<file path="src/rtl/tile_fifo_mc.sv">
`default_nettype none
// ============================================================================
// Module   : tile_fifo_mc
// Brief    : Multi-lane tile FIFO between the tile loader and the array
//            feeders. Each lane is an independent first-word-fall-through
//            queue of whole tiles with an occupancy count, an almost-full
//            flag and a synchronous per-lane flush.
// Revision : 1.0 - initial release
// ============================================================================
module tile_fifo_mc #(
    parameter  int WIDTH     = 16,
    parameter  int ELEMS     = 16,
    parameter  int DEPTH     = 4,
    parameter  int NUM_CH    = 2,
    parameter  int AF_THRESH = DEPTH - 1,
    localparam int TW        = WIDTH * ELEMS,
    localparam int CW        = $clog2(DEPTH + 1)
) (
    input  logic                 clk,
    input  logic                 reset_n,
    input  logic [NUM_CH-1:0]    flush,
    input  logic [NUM_CH-1:0]    in_valid,
    output logic [NUM_CH-1:0]    in_ready,
    input  logic [NUM_CH*TW-1:0] in_data,
    output logic [NUM_CH-1:0]    out_valid,
    input  logic [NUM_CH-1:0]    out_ready,
    output logic [NUM_CH*TW-1:0] out_data,
    output logic [NUM_CH*CW-1:0] count,
    output logic [NUM_CH-1:0]    almost_full
);

    localparam int             c_ptr_w = $clog2(DEPTH);
    localparam logic [CW-1:0]  c_full  = CW'(DEPTH);
    localparam logic [CW-1:0]  c_af    = CW'(AF_THRESH);
    localparam logic [c_ptr_w-1:0] c_last = c_ptr_w'(DEPTH - 1);

    for (genvar c = 0; c < NUM_CH; c++) begin : g_lane
        logic [TW-1:0]      r_mem [DEPTH];
        logic [c_ptr_w-1:0] r_rd_ptr;
        logic [c_ptr_w-1:0] r_wr_ptr;
        logic [CW-1:0]      r_cnt;

        logic               w_in_ready;
        logic               w_out_valid;
        logic               w_push;
        logic               w_pop;
        logic [c_ptr_w-1:0] w_rd_next;
        logic [c_ptr_w-1:0] w_wr_next;

        // Handshake status comes only from registered occupancy, so a full
        // lane refuses a push even if it is being popped this cycle.
        assign w_in_ready  = (r_cnt != c_full);
        assign w_out_valid = (r_cnt != '0);
        assign w_push      = in_valid[c] & w_in_ready;
        assign w_pop       = out_valid[c] & out_ready[c];

        // Explicit wrap so that non-power-of-two depths work.
        assign w_rd_next = (r_rd_ptr == c_last) ? '0 : r_rd_ptr + c_ptr_w'(1);
        assign w_wr_next = (r_wr_ptr == c_last) ? '0 : r_wr_ptr + c_ptr_w'(1);

        // Pointer and occupancy update; flush wins over push and pop.
        always_ff @(posedge clk or negedge reset_n) begin
            if (!reset_n) begin
                r_rd_ptr <= '0;
                r_wr_ptr <= '0;
                r_cnt    <= '0;
            end else if (flush[c]) begin
                r_rd_ptr <= '0;
                r_wr_ptr <= '0;
                r_cnt    <= '0;
            end else begin
                if (w_push) begin
                    r_wr_ptr <= w_wr_next;
                end
                if (w_pop) begin
                    r_rd_ptr <= w_rd_next;
                end
                if (w_push && !w_pop) begin
                    r_cnt <= r_cnt + CW'(1);
                end else if (w_pop && !w_push) begin
                    r_cnt <= r_cnt - CW'(1);
                end
            end
        end

        // Tile storage is data only and carries no reset.
        always_ff @(posedge clk) begin
            if (w_push && !flush[c]) begin
                r_mem[r_wr_ptr] <= in_data[c*TW +: TW];
            end
        end

        assign in_ready[c]              = w_in_ready;
        assign out_valid[c]             = w_out_valid;
        assign out_data[c*TW +: TW]     = w_out_valid ? r_mem[r_rd_ptr] : '0;
        assign count[c*CW +: CW]        = r_cnt;
        assign almost_full[c]           = (r_cnt >= c_af);
    end

endmodule
`default_nettype wire

</file>
<file path="config.mk">
export PLATFORM = sky130hd
export DESIGN_NAME = tile_fifo_mc
export DESIGN_NICKNAME = d
export VERILOG_FILES = /design/src/rtl/tile_fifo_mc.sv
export SDC_FILE = /design/constraint.sdc
export NUM_CORES = 2
export LEC_CHECK = 0
export ABC_AREA = 1
export BUFFER_PORTS_ARGS = -buffer_cell sky130_fd_sc_hd__buf_2
export CAP_MARGIN = 20
export CORE_AREA = 2 2 401 403
export CTS_BUF_LIST = sky130_fd_sc_hd__clkbuf_4 sky130_fd_sc_hd__clkbuf_8
export DETAILED_ROUTE_END_ITERATION = 10
export DIE_AREA = 0 0 403 405
export PLACE_DENSITY = 0.72
export SLEW_MARGIN = 30
export SYNTH_ARGS = -nofsm -noshare
export SYNTH_HDL_FRONTEND = slang
export SYNTH_SLANG_ARGS = --single-unit
</file>
<file path="constraint.sdc">
create_clock -name clk -period 11.9 [get_ports clk]
set_clock_uncertainty 0.15 [all_clocks]
set_input_delay 0.595 -clock clk [delete_from_list [all_inputs] [get_ports clk]]
set_output_delay 0.595 -clock clk [all_outputs]
set_load 0.02 [all_outputs]
</file>
==> results.md <==
- Longest Clk Path Bufs: 4
- Fmax: approximately 160 MHz
- Required time of the critical path: 11.16 ns
- Vias in the first global route: 53,600
- Unrepaired setup endpoints after global routing: no
- Post-DP Area: 86,500 µm²
- Starting DRT DRC Count: 5,904
- Final TNS setup: 0 ns
- Internal: 13,400 µW
- Pleak: 0.0353 µW
- Synth warnings: 0
- Share of layout cells above drive strength 1: 0.204
- Final setup violation count: 0
- Least-Margin Pin Slew: 1.05 ns
- Synth Cell Area: 80,400 µm²
- Final Cycle Share: 0.516
- Initial Util: 0.505
- Max_slew headroom: 0.301
- Die height: 405 µm
- Clk slew on worst S/H paths: 0.06 ns
- Antenna-violating nets left: 0
- Num CTS Buffers: 342
- Data arrival, critical path: roughly 5.4 ns
- Count of cell types in the netlist: 25
- CP max FO: 206
- Post-Route WL: 218,000 µm
- Number of max-cap violations: 0
- # DRC: 0
- IO Pins: 1,044
- Placed cells: around 9,000
- Via Count: between 50,000 and 60,000
- Sequential Power Share: 0.403
- Std cell rows: 147
- Nets: ~8,300
- Syn Area/Cell: 13.0 µm²
- Sequential fraction of the synthesis area: 0.769
- Port Buffers: 1,043
- Cell area after layout: 98,300 µm²
- Finished Layout Cells: 10,100
- Clock latency on the worst-skew pair: 1.03 ns
- Layout area overhead: 22.2%
- DR vias/cell: 5.51
- Net Count, Synth: 6,705
- Status: completed
- Drt first pass iters: 6
- # clock sinks: 2,062
- Max Slew Vio Count: 0
- Critical Path Start Type: register
- GP Congestion: 0.848
- Largest net degree at the start of global routing: 207
- Fin Hold WS: 0.0936 ns
- Worst Hold Class: in2async
- Die Width: approximately 400 µm
- Global-route wire length before repair: roughly 320,000 µm
- TritonCTS clock tree: yes
- Final Critical Period: around 6 ns
- Antenna violations before repair: 64
- Final HPWL DP: 121,000 µm
- Comb power frac: 0.320
- Crit path kind: reg2out
- H-tree depth: 5
- Fin. Hold Viols: 0
- Gr usage total: 0.256
- Die area: 163,000 µm²
- Core area: 159,000 µm²
- CTS Root Cell: clkbuf_8
- Sw Share: 0.368
- #FFs+latches synth: a little over 2,000
- Clock share of power: 0.277
- Cells after Synth: 6,173
- Pwr Density: 216 nW/µm²
- GRT overflow: 0
- Routed wire length per instance: 21.6 µm
- Nature of the critical path endpoint: primary output
- Peak VDD IR: between 0.00015 and 0.0002 V
- Sw Pwr: 7820 µW
==> through the flow <==
step	total power [µW]	worst slack, ns	util
finish	21200	5.76	0.617
CTS	21200	5.71	0.616
global placement	15100	6.75	0.542
global route	22000	5.45	0.617
floorplan	13000	-0.800	-
detailed placement	15200	6.86	0.543
==> cells by family after synthesis <==
group	count (synthesis)	share of synthesized area
simple gates	2114	0.0990
flops	2062	0.769
compound gates	1548	0.0964
buf+inv	435	0.0332
fa+ha+maj	12	0.00205
xor+xnor	2	0.000218
==> final timing paths <==
check / cells past startpoint / start / end / slack, ns
worst max-delay path: 9 / g_lane[1].r_rd_ptr[0]$_DFFE_PN0P_ / out_data[398] / 5.76
worst min register to register: 2 / g_lane[1].r_cnt[1]$_DFFE_PN0P_ / g_lane[1].r_cnt[1]$_DFFE_PN0P_ / 0.48
worst min-delay path: 3 / reset_n / g_lane[0].r_rd_ptr[0]$_DFFE_PN0P_ / 0.09
worst max register to register: 9 / g_lane[1].r_cnt[1]$_DFFE_PN0P_ / g_lane[1].r_mem[0][113]$_DFFE_PP_ / 7.84
max in group asynchronous: 3 / reset_n / g_lane[0].r_rd_ptr[1]$_DFFE_PN0P_ / 11.07
min in group clk: 2 / in_data[25] / g_lane[0].r_mem[3][25]$_DFFE_PP_ / 0.14
==> worst max-delay path, cell delays in order, from the launching register on <==
cell	delay (ns)
dfrtp_4	0.93
buf_4	0.77
buf_4	0.55
buf_16	0.30
buf_12	0.64
nor2_1	0.12
nor2_1	0.13
o21ai_0	0.10
a21oi_1	0.28
buf_2	0.23
==> flip-flops by register name, indices dropped and copies added (netlist names) <==
register / cells
g_lane.r_cnt: 6
g_lane.r_mem: 2048
g_lane.r_wr_ptr: 4
g_lane.r_rd_ptr: 4
==> layer usage <==
metal | track usage | wire [µm] | vias to the layer above | part of all wire
met3 | 0.0707 | 20700 | 669 | 0.095
met1 | 0.313 | 80100 | 27000 | 0.37
met2 | 0.409 | 104000 | 2848 | 0.48
met5 | 0 | 212 | - | 0.00097
li1 | - | - | 25200 | -
met4 | 0.146 | 13000 | 28 | 0.060
==> cells in the final DEF, fill, tap and decap left out <==
cell type,n
nand3_1,9
dlygate4sd3_1,527
clkinv_8,2
clkbuf_4,115
nor3_1,2
o22ai_1,1
dfrtp_1,10
o21ai_1,10
inv_6,1
dfrtp_4,4
nor2_4,8
buf_6,5
inv_8,4
buf_12,13
a21oi_1,514
buf_2,1044
buf_16,4
fa_1,2
nand2_1,35
edfxtp_1,2048
inv_1,27
nor2_1,2054
clkbuf_8,350
xnor2_1,1
clkinv_2,22
bufinv_16,6
ha_1,10
clkinvlp_4,9
clkinv_1,62
nand4_1,6
xor2_1,1
buf_4,42
o21ai_0,1023
diode_2,54
==> area by class of cell <==
class	count	area [µm²]
Tap cell	2086	2610
Multi-Input combinational cell	3676	16000
Inverter	34	183
Timing Repair Buffer	1635	11200
Sequential cell	2062	61900
Fill cell	11500	61000
Clock inverter	99	596
Clock buffer	465	5680
Antenna cell	54	135
==> synth_stat cells <==
cell | n | area share
buf_4 | 68 | 0.0063
nand3_1 | 9 | 0.00056
buf_1 | 7 | 0.00033
buf_2 | 116 | 0.0072
xnor2_1 | 1 | 0.00011
nor2_1 | 2062 | 0.096
nand4_1 | 6 | 0.00047
a21oi_1 | 514 | 0.032
dfrtp_1 | 14 | 0.0044
buf_6 | 76 | 0.011
fa_1 | 2 | 0.00050
ha_1 | 10 | 0.0016
edfxtp_1 | 2048 | 0.76
nor3_1 | 2 | 0.00012
clkinv_1 | 1 | 0.000047
nand2_1 | 35 | 0.0016
o21ai_1 | 10 | 0.00062
inv_1 | 29 | 0.0014
o21ai_0 | 1023 | 0.064
inv_6 | 2 | 0.00022
xor2_1 | 1 | 0.00011
clkbuf_2 | 45 | 0.0028
clkbuf_1 | 89 | 0.0042
o22ai_1 | 1 | 0.000078
inv_2 | 2 | 0.000093
==> repair_timing <==
| action | CTS | global route |
|---|---|---|
| resized for setup | 0 | 0 |
| hold buffers | 528 | 0 |
| hold endpoints to repair | 2076 | 0 |
| setup buffers | 0 | 0 |
==> power groups by stage <==
stage	sequential [µW]	clock (µW)	combinational, µW
final	8550	5880	6780
after detailed placement	8700	0	6460
after global placement	8680	0	6370
after floorplan	8780	0	4240
after CTS	8550	5940	6660
after global routing	8580	6260	7200
Note: power is estimated with default switching activity, not from simulation.
